--- src/rtl/atm_pkg.sv ---
// Shared definitions for the ATM keypad front end: key codes, debounce states
// and the default filter/length parameters.
package atm_pkg;

  localparam int DEBOUNCE_CYCLES_DEF = 4;
  localparam int MAX_DIGITOS_DEF     = 9;

  localparam logic [3:0] COD_ENTER  = 4'd10;
  localparam logic [3:0] COD_BORRAR = 4'd11;

  typedef enum logic [1:0] {
    REPOSO            = 2'd0,
    FILTRO_PRESION    = 2'd1,
    PRESIONADA        = 2'd2,
    FILTRO_LIBERACION = 2'd3
  } estado_rebote_t;

  function automatic logic es_digito(input logic [3:0] cod);
    return (cod <= 4'd9);
  endfunction

  // acum*10 + d built from shifts; callers guarantee the result fits 32 bits
  function automatic logic [31:0] mul10_suma(input logic [31:0] acum, input logic [3:0] d);
    return (acum << 3) + (acum << 1) + {28'd0, d};
  endfunction

endpackage

--- src/rtl/entrada_teclado_if.sv ---
// Keypad-side inputs and decoded outputs of entrada_teclado, grouped as one bus.
interface entrada_teclado_if;

  logic        tecla_valida;
  logic [3:0]  tecla_cod;
  logic        modo_monto;
  logic [3:0]  digito;
  logic        digito_stb;
  logic [31:0] monto;
  logic        monto_stb;
  logic        desbordamiento;

  modport master (
    output tecla_valida, tecla_cod, modo_monto,
    input  digito, digito_stb, monto, monto_stb, desbordamiento
  );

  modport slave (
    input  tecla_valida, tecla_cod, modo_monto,
    output digito, digito_stb, monto, monto_stb, desbordamiento
  );

endinterface

--- src/rtl/entrada_teclado_antirrebote.sv ---
// Two-flop synchronizer plus press/release debounce filter; emits one registered
// evento pulse with its key code per accepted press.
module antirrebote
  import atm_pkg::*;
#(
  parameter int DEBOUNCE_CYCLES = DEBOUNCE_CYCLES_DEF
) (
  input  logic       clk,
  input  logic       reset,
  input  logic       i_tecla_valida,
  input  logic [3:0] i_tecla_cod,
  output logic       o_evento,
  output logic [3:0] o_evento_cod
);

  localparam int CW = $clog2(DEBOUNCE_CYCLES + 1);
  localparam logic [CW-1:0] CNT_FIN = CW'(DEBOUNCE_CYCLES);

  logic           r_valida_m;
  logic           r_valida_s;
  logic [3:0]     r_cod_m;
  logic [3:0]     r_cod_s;
  estado_rebote_t r_estado;
  logic [CW-1:0]  r_cnt;
  logic [3:0]     r_cod_cap;
  logic           r_evento;
  logic [3:0]     r_evento_cod;

  // Synchronize raw keypad level and code into the clock domain
  always_ff @(posedge clk or negedge reset) begin
    if (!reset) begin
      r_valida_m <= 1'b0;
      r_valida_s <= 1'b0;
      r_cod_m    <= 4'd0;
      r_cod_s    <= 4'd0;
    end else begin
      r_valida_m <= i_tecla_valida;
      r_valida_s <= r_valida_m;
      r_cod_m    <= i_tecla_cod;
      r_cod_s    <= r_cod_m;
    end
  end

  // Debounce FSM; the event fires only on the filtered press edge
  always_ff @(posedge clk or negedge reset) begin
    if (!reset) begin
      r_estado     <= REPOSO;
      r_cnt        <= '0;
      r_cod_cap    <= 4'd0;
      r_evento     <= 1'b0;
      r_evento_cod <= 4'd0;
    end else begin
      r_evento <= 1'b0;
      case (r_estado)
        REPOSO: begin
          if (r_valida_s) begin
            r_estado  <= FILTRO_PRESION;
            r_cod_cap <= r_cod_s;
            r_cnt     <= CW'(1);
          end else begin
            r_cnt <= '0;
          end
        end
        FILTRO_PRESION: begin
          if (!r_valida_s || (r_cod_s != r_cod_cap)) begin
            r_estado <= REPOSO;
            r_cnt    <= '0;
          end else if (r_cnt == CNT_FIN) begin
            r_estado     <= PRESIONADA;
            r_cnt        <= '0;
            r_evento     <= 1'b1;
            r_evento_cod <= r_cod_cap;
          end else begin
            r_cnt <= r_cnt + 1'b1;
          end
        end
        PRESIONADA: begin
          if (!r_valida_s) begin
            r_estado <= FILTRO_LIBERACION;
            r_cnt    <= CW'(1);
          end else begin
            r_cnt <= '0;
          end
        end
        FILTRO_LIBERACION: begin
          if (r_valida_s) begin
            r_estado <= PRESIONADA;
            r_cnt    <= '0;
          end else if (r_cnt == CNT_FIN) begin
            r_estado <= REPOSO;
            r_cnt    <= '0;
          end else begin
            r_cnt <= r_cnt + 1'b1;
          end
        end
        default: begin
          r_estado <= REPOSO;
          r_cnt    <= '0;
        end
      endcase
    end
  end

  assign o_evento     = r_evento;
  assign o_evento_cod = r_evento_cod;

endmodule

--- src/rtl/entrada_teclado.sv ---
// ATM keypad front end: debounced key events become PIN digit strobes or a
// decimal amount accumulator committed with ENTER.
module entrada_teclado
  import atm_pkg::*;
#(
  parameter int DEBOUNCE_CYCLES = DEBOUNCE_CYCLES_DEF,
  parameter int MAX_DIGITOS     = MAX_DIGITOS_DEF
) (
  input  logic               clk,
  input  logic               reset,
  entrada_teclado_if.slave   bus
);

  localparam int CDW = $clog2(MAX_DIGITOS + 1);
  localparam logic [CDW-1:0] CUENTA_MAX = CDW'(MAX_DIGITOS);

  logic           w_evento;
  logic [3:0]     w_evento_cod;
  logic           w_cambio_modo;

  logic           r_modo_prev;
  logic [31:0]    r_acum;
  logic [CDW-1:0] r_cuenta;
  logic [3:0]     r_digito;
  logic           r_digito_stb;
  logic [31:0]    r_monto;
  logic           r_monto_stb;
  logic           r_desbordamiento;

  antirrebote #(
    .DEBOUNCE_CYCLES (DEBOUNCE_CYCLES)
  ) u_antirrebote (
    .clk            (clk),
    .reset          (reset),
    .i_tecla_valida (bus.tecla_valida),
    .i_tecla_cod    (bus.tecla_cod),
    .o_evento       (w_evento),
    .o_evento_cod   (w_evento_cod)
  );

  assign w_cambio_modo = (bus.modo_monto != r_modo_prev);

  // Key decode, amount accumulator and registered strobes; a mode change
  // clears the accumulator and swallows any event in the same cycle
  always_ff @(posedge clk or negedge reset) begin
    if (!reset) begin
      r_modo_prev      <= 1'b0;
      r_acum           <= 32'd0;
      r_cuenta         <= '0;
      r_digito         <= 4'd0;
      r_digito_stb     <= 1'b0;
      r_monto          <= 32'd0;
      r_monto_stb      <= 1'b0;
      r_desbordamiento <= 1'b0;
    end else begin
      r_modo_prev      <= bus.modo_monto;
      r_digito_stb     <= 1'b0;
      r_monto_stb      <= 1'b0;
      r_desbordamiento <= 1'b0;
      if (w_cambio_modo) begin
        r_acum   <= 32'd0;
        r_cuenta <= '0;
      end else if (w_evento) begin
        if (!bus.modo_monto) begin
          if (es_digito(w_evento_cod)) begin
            r_digito     <= w_evento_cod;
            r_digito_stb <= 1'b1;
          end
        end else if (es_digito(w_evento_cod)) begin
          if (r_cuenta < CUENTA_MAX) begin
            r_acum   <= mul10_suma(r_acum, w_evento_cod);
            r_cuenta <= r_cuenta + 1'b1;
          end else begin
            r_desbordamiento <= 1'b1;
          end
        end else if (w_evento_cod == COD_ENTER) begin
          if (r_cuenta != '0) begin
            r_monto     <= r_acum;
            r_monto_stb <= 1'b1;
            r_acum      <= 32'd0;
            r_cuenta    <= '0;
          end
        end else if (w_evento_cod == COD_BORRAR) begin
          r_acum   <= 32'd0;
          r_cuenta <= '0;
        end
      end
    end
  end

  assign bus.digito         = r_digito;
  assign bus.digito_stb     = r_digito_stb;
  assign bus.monto          = r_monto;
  assign bus.monto_stb      = r_monto_stb;
  assign bus.desbordamiento = r_desbordamiento;

endmodule

--- src/flat_wrapper.sv ---
// flat-port wrapper written by rule: the top's interface ports become plain ports
module entrada_teclado_flat import atm_pkg::*;
#(
  parameter int DEBOUNCE_CYCLES = DEBOUNCE_CYCLES_DEF,
  parameter int MAX_DIGITOS     = MAX_DIGITOS_DEF
)
  (clk, reset, bus_tecla_valida, bus_tecla_cod, bus_modo_monto, bus_digito, bus_digito_stb, bus_monto, bus_monto_stb, bus_desbordamiento);
  entrada_teclado_if bus_i ();
  input  logic clk;
  input  logic reset;
  input wire logic [$bits(bus_i.tecla_valida)-1:0] bus_tecla_valida;
  input wire logic [$bits(bus_i.tecla_cod)-1:0] bus_tecla_cod;
  input wire logic [$bits(bus_i.modo_monto)-1:0] bus_modo_monto;
  output wire logic [$bits(bus_i.digito)-1:0] bus_digito;
  output wire logic [$bits(bus_i.digito_stb)-1:0] bus_digito_stb;
  output wire logic [$bits(bus_i.monto)-1:0] bus_monto;
  output wire logic [$bits(bus_i.monto_stb)-1:0] bus_monto_stb;
  output wire logic [$bits(bus_i.desbordamiento)-1:0] bus_desbordamiento;
  assign bus_i.tecla_valida = bus_tecla_valida;
  assign bus_i.tecla_cod = bus_tecla_cod;
  assign bus_i.modo_monto = bus_modo_monto;
  assign bus_digito = bus_i.digito;
  assign bus_digito_stb = bus_i.digito_stb;
  assign bus_monto = bus_i.monto;
  assign bus_monto_stb = bus_i.monto_stb;
  assign bus_desbordamiento = bus_i.desbordamiento;
  entrada_teclado #(.DEBOUNCE_CYCLES(DEBOUNCE_CYCLES), .MAX_DIGITOS(MAX_DIGITOS)) u_core (.clk(clk), .reset(reset), .bus(bus_i));
endmodule
--- config.mk ---
export PLATFORM = sky130hd
export DESIGN_NAME = entrada_teclado_flat
export DESIGN_NICKNAME = d
export VERILOG_FILES = /design/src/rtl/atm_pkg.sv /design/src/rtl/entrada_teclado_if.sv /design/src/rtl/entrada_teclado_antirrebote.sv /design/src/rtl/entrada_teclado.sv /design/src/flat_wrapper.sv
export SDC_FILE = /design/constraint.sdc
export NUM_CORES = 1
export LEC_CHECK = 0
export ABC_AREA = 1
export CAP_MARGIN = 20
export CORE_ASPECT_RATIO = 0.9
export CORE_MARGIN = 4
export CORE_UTILIZATION = 62
export CTS_CLUSTER_DIAMETER = 120
export DETAILED_ROUTE_END_ITERATION = 16
export GPL_ROUTABILITY_DRIVEN = 0
export PLACE_DENSITY = 0.84
export SYNTH_ARGS = -nofsm -noshare
export SYNTH_HDL_FRONTEND = slang
export SYNTH_SLANG_ARGS = --single-unit
--- constraint.sdc ---
create_clock -name clk -period 6.3 [get_ports clk]
set_input_delay 0.63 -clock clk [delete_from_list [all_inputs] [get_ports clk]]
set_output_delay 0.63 -clock clk [all_outputs]
set_load 0.01 [all_outputs]
== Word level (Yosys, flattened, before mapping) ==
Cells that the tools add are included.
Word-level totals
  bits of input ports: 8
  output and inout port bits: 39
  logic and storage cells: 101
  bits in registers: 100
Cells by class
  bitwise gates (word level): 4
  magnitude comparators: 2
  muxes and demuxes: 47
  eq/ne operators: 14
  reductions and logical operators: 13
  add/subtract/negate cells: 4
Operators by type and width (count)
  $mux 32: 8
  $add 32x32->32: 1
  $add 32x4->32: 1
  $mux 4: 8
  $mux 1: 20
  $mux 2: 6
  $pmux 3 s4: 1
  $mux 3: 3
  $eq 4x4->1 const B: 2
  $pmux 2 s4: 1
  $reduce_and 4->1: 2
  $reduce_bool 4->1: 2
  $ne 3x3->1 const B: 2
  $reduce_and 6->1: 1
  $reduce_and 5->1: 1
  $add 4x1->4 const B: 1
  $eq 2x2->1 const B: 2
  $le 4x4->1 const B: 1
  $lt 4x4->1 const B: 1
  $ne 2x2->1 const B: 2
  $ne 4x2->1 const B: 1
  $ne 4x4->1: 1
  $not 1->1: 4
  $reduce_bool 2->1: 2
  10 further kinds: 10

== Longest topological paths before layout ==
  depth after elaboration: 7
  mapped depth: 15
  depth with buffers taken out: 15

== By module ==
Synthesis repeated with hierarchy kept, for this count alone.
Second synthesis, totals
  cell total of the unflattened synthesis: 882
  area, all modules: 6448.7 um^2
Modules (own cells, without submodules)
  entrada_teclado: times used 1, area an instance 5514.0 um^2, cells an instance 790, seq. area each 1901.8 um^2
  antirrebote: times used 1, area an instance 934.6 um^2, cells an instance 92, seq. area each 600.6 um^2

== Worst setup path after synthesis ==
Ideal clock, no wire load.
  path type: register to register
  start point: register u_core.u_antirrebote.r_evento_cod[3], in the netlist u_core.u_antirrebote.o_evento_cod[3]
  end point: register u_core.r_acum[30]
  setup slack: 3.993 ns
  setup time: 0.117 ns
  path buffers: 0
  required time: 6.183 ns
  stages on the path, launching flop included: 13
  data arrival time: 2.189 ns
  period minus slack after synthesis: 2.307 ns
  cell sequence: dfrtp_1 inv_1 fa_1 inv_1 fa_1 nand3_1 nand3_1 nand3_1 nand3_1 nand2_1 nand3_1 nand3_1 nand2_1
Between the ends
  cells in the longest elaborated chain, start to end: 6
  elaborated cells on any way between the ends: 14
  those cells by class: add/sub (1); order compare (1); eq/ne (4); mux (6); reduce/logical (2)
RTL lines
  start: declaration: line entrada_teclado_antirrebote.sv:27  | logic [3:0] r_evento_cod;
  start signal: assignment: line entrada_teclado_antirrebote.sv:72  | r_evento_cod <= r_cod_cap;
  $add 32x4->32 / $eq 4x4->1 (equally long branches): line atm_pkg.sv:24, entrada_teclado.sv:76
  $mux 32, on equally long branches: line entrada_teclado.sv:70, entrada_teclado.sv:76
  $mux 32: line entrada_teclado.sv:69  | end else if (es_digito(w_evento_cod)) begin
  $mux 32: line entrada_teclado.sv:64  | if (!bus.modo_monto) begin
  $mux 32: line entrada_teclado.sv:63  | end else if (w_evento) begin
  $mux 32: line entrada_teclado.sv:60  | if (w_cambio_modo) begin
  end signal: assignment: line entrada_teclado.sv:71  | r_acum <= mul10_suma(r_acum, w_evento_cod);
  end: declaration: line entrada_teclado.sv:22  | logic [31:0] r_acum;
Several ways; a longest one is shown, not always the timed one. The select of a mux whose other input is x is not followed.
A chain may end at the register's enable or synchronous reset.

== Final worst setup path ==
  start point: input port bus_modo_monto
  end point: register u_core.r_cuenta[2]
Between the ends
  cells in the longest elaborated chain, start to end: 3
  elaborated cells on any way between the ends: 8
  those cells by class: eq/ne (3); mux (1); reduce/logical (4)
RTL lines
  start: declaration: line flat_wrapper.sv:13  | input wire logic [$bits(bus_i.modo_monto)-1:0] bus_modo_monto;
  $ne 1x1->1: line entrada_teclado.sv:41  | assign w_cambio_modo = (bus.modo_monto != r_modo_prev);
  $ne 4x2->1 (no source line), or another cell as far along
  $reduce_and 5->1 (no source line)
  end signal: assignment: line entrada_teclado.sv:72  | r_cuenta <= r_cuenta + 1'b1;
  end: declaration: line entrada_teclado.sv:23  | logic [CDW-1:0] r_cuenta;
Several ways; a longest one is shown, not always the timed one.

==> impl_metrics.ini <==
[die]
std_cell_rows = 35
num_io_pins = 47
coreArea_sq_um = 10200
fp.dieArea_sq_um = 12090
floorplan.initialDensity_pct = 63.15
die_h_microns = 104.7
die_x_microns = 115.5

[timing]
relSlewSlack_pct = 56.70
min_period_ns = 2.957
drv_slew = 0
setup_tns_ns = 0
fin_skew_ns = 0.009302
final-hold-violation-count = 0
fin_ws_ns = 3.343
timing.hold.ws_ns = 0.2918
rsz0062_at_grt = no
setup_viol = 0
fmax_mhz = 338.2
post-route-period-util_pct = 46.93
worst_pin_slew_ns = 0.6495

[placement]
placed_cells = 1037
hpwl_microns = 11610
numPortBuffers = 46
place_ws_ns = 3.024
place_area_sq_um = 6999

[cts]
postCtsSetupRepairBufs = 0
cts.path.max_buffers = 2
hold_buffers = 0
cts-resized-gates = 0
cts_buffers = 9
path_clk_slew_ns = 0.07
cts_max_level = 3
insertion_delay_ns = 0.35
cts.sink_count = 100
cts_root_buf = clkbuf_16
cts_tree = done

[critical_path]
cp_data_arrival_time_ns = 3.22
r2r_start = u_core.u_antirrebote.o_evento_cod[3]
worstSetupPathType = primary input to register
slowest_delay_ns = 0.52
cp-start-kind = primary input
path_max_fanout = 27
path_delay_family = simple AND/OR/NAND/NOR gates
path_buf_inv = 4
reg2reg_to = u_core.r_acum[16]
cp-end-kind = register
critPathSlowestCell = clkdlybuf4s50_1
crit_chain = clkdlybuf4s50_1, inv_1, ha_1, inv_1, nand3_4, nor2_1, nor3_2, nand2_2, nor2_8, inv_2, o21ai_1
rrSetupSlack_ns = 3.55
cp_common_cell = inv_1
crit_cells = 11
required_ns = 6.56
reg2regPathDepth = 12

[power_and_ir_drop]
power_mw = 1.472
power_density_nw_per_um2 = 201.1
p_seq_share_pct = 47.4
intPower_mw = 1.077
p_leak_nw = 4.094
p_sw_share_pct = 26.83
p_switching_mw = 0.3948
ir_drop_mv = 0.1405
combPwrFrac_pct = 11.4
p_clk_share_pct = 41.1

[grt]
grt_max_degree = 52
grt_pass1_vias = 5351
grt-ovfl-total = 0
antenna_found_initial = 0
grt_use_total_pct = 26.72
grt_pass1_wl_microns = 25880

[layout]
fillers = 795
final_cells = 1052
finalInstanceArea_sq_um = 7318
drive_gt1_share_pct = 4.117
fin_util_pct = 71.72
area_growth_pct = 13.57
nets = 992
antenna_cells = 0

[run_status]
status = finished clean

[yosys]
ys_types = 34
synth_edf_count = 0
synth_top_family_by_area = simple AND/OR/NAND/NOR gates
synth_seq_cells = 100
syn-num-nets = 944
synth_mux_area_share_pct = 0
ys_seq_area_share_pct = 38.83
synth_compound_gate_area_share_pct = 7.883
synth_most_common_cell = nand2_1
ys_warn_count = 0
async_flop_share_pct = 100.0
ys.flop_type = dfrtp_1
synth_top_area_share_pct = 38.83
synth_fa_ha_area_share_pct = 12.85
synth_area_leaders = dfrtp_1, nand2_1, ha_1, inv_1, nor2_1
synth_area_leader_cell = dfrtp_1
synthesis.area_sq_um = 6444
synth_xor_area_share_pct = 1.903
synth_cells = 871
synthTopCellsByCount = nand2_1, inv_1, dfrtp_1
synth_area_per_cell_sq_um = 7.398
yosys.area_share.simple_pct = 29.36

[detailed_routing]
drt_iter0_drc = 514
avgRoutedWirePerCell_microns = 14.74
wirelength_microns = 15500
drc_errors = 0
drt_first_pass_iters = 6
final_antenna_net_count = 0
avgViaCountPerCell = 5.419
num_vias = 5701

[run]
max_cap_viol_count = 0

[hold_path]
hold_path.class = primary input to async pin
[power groups by stage]
stage	Clock, mW	Sequential [mW]	Combinational (mW)
detailed placement	0	0.708	0.165
floorplan	0	0.699	0.122
CTS	0.608	0.697	0.168
finish	0.605	0.698	0.168
global route	0.632	0.701	0.189
global placement	0	0.707	0.158
[routing by layer]
metal / routed length [microns] / vias to the layer above / track usage [%]
met5: 0 / - / 0
met2: 6543 / 213 / 38.02
li1: - / 2826 / -
met4: 272 / 0 / 7.460
met1: 7304 / 2632 / 41.55
met3: 1382 / 30 / 4.748
[layout make-up]
class,count,area [sq um],area share (%)
Sequential cell,100,2502,34.19
Clock inverter,6,93.84,1.282
Tap cell,129,161.4,2.206
Inverter,135,511.7,6.993
Multi-Input combinational cell,625,3351,45.79
Timing Repair Buffer,48,473.0,6.463
Clock buffer,9,225.2,3.077
[cells by family after synthesis]
kind of cell	after synthesis
xor+xnor	14
flops	100
simple gates	464
buf+inv	146
compound gates	82
fa+ha+maj	65
[sequential cells by signal, indices dropped and copies added (netlist names), 2 cells and up]
signal,cells
u_core.u_antirrebote.r_cod_m,4
u_core.u_antirrebote.o_evento_cod,4
u_core.u_antirrebote.r_estado,2
u_core.bus.monto,32
u_core.bus.digito,4
u_core.r_cuenta,4
u_core.r_acum,32
u_core.u_antirrebote.r_cod_s,4
u_core.u_antirrebote.r_cnt,3
u_core.u_antirrebote.r_cod_cap,4
[how the worst max path moves through the flow]
stage | startpoint | endpoint | slack [ns]
after floorplan | u_core.u_antirrebote.o_evento_cod[3] | u_core.r_acum[30] | 3.99
after global placement | bus_modo_monto | u_core.r_cuenta[3] | 3.14
after detailed placement | bus_modo_monto | u_core.r_acum[4] | 3.02
after CTS | bus_modo_monto | u_core.r_cuenta[2] | 3.34
after global routing | bus_modo_monto | u_core.r_cuenta[2] | 3.15
final | bus_modo_monto | u_core.r_cuenta[2] | 3.34
[cells in the final DEF, fill, tap and decap left out, types with 2 or more instances in the layout]
master           instances
xor2_1                   5
nand2_2                  2
nor2_1                  60
nand2_1                335
nor3_1                   8
inv_1                  133
fa_1                     2
clkbuf_16                9
dfrtp_1                100
o21bai_1                 4
and2_1                   3
nor4_2                   2
clkdlybuf4s50_1         45
nand3_1                 44
a21oi_1                 21
o21ai_1                  8
o21ai_0                 33
o22ai_2                 10
ha_1                    63
xnor2_1                  9
nand4_1                  6
o22ai_1                  2
buf_4                    3
inv_6                    3
bufinv_16                2
Note: power is estimated with default switching activity, not from simulation.
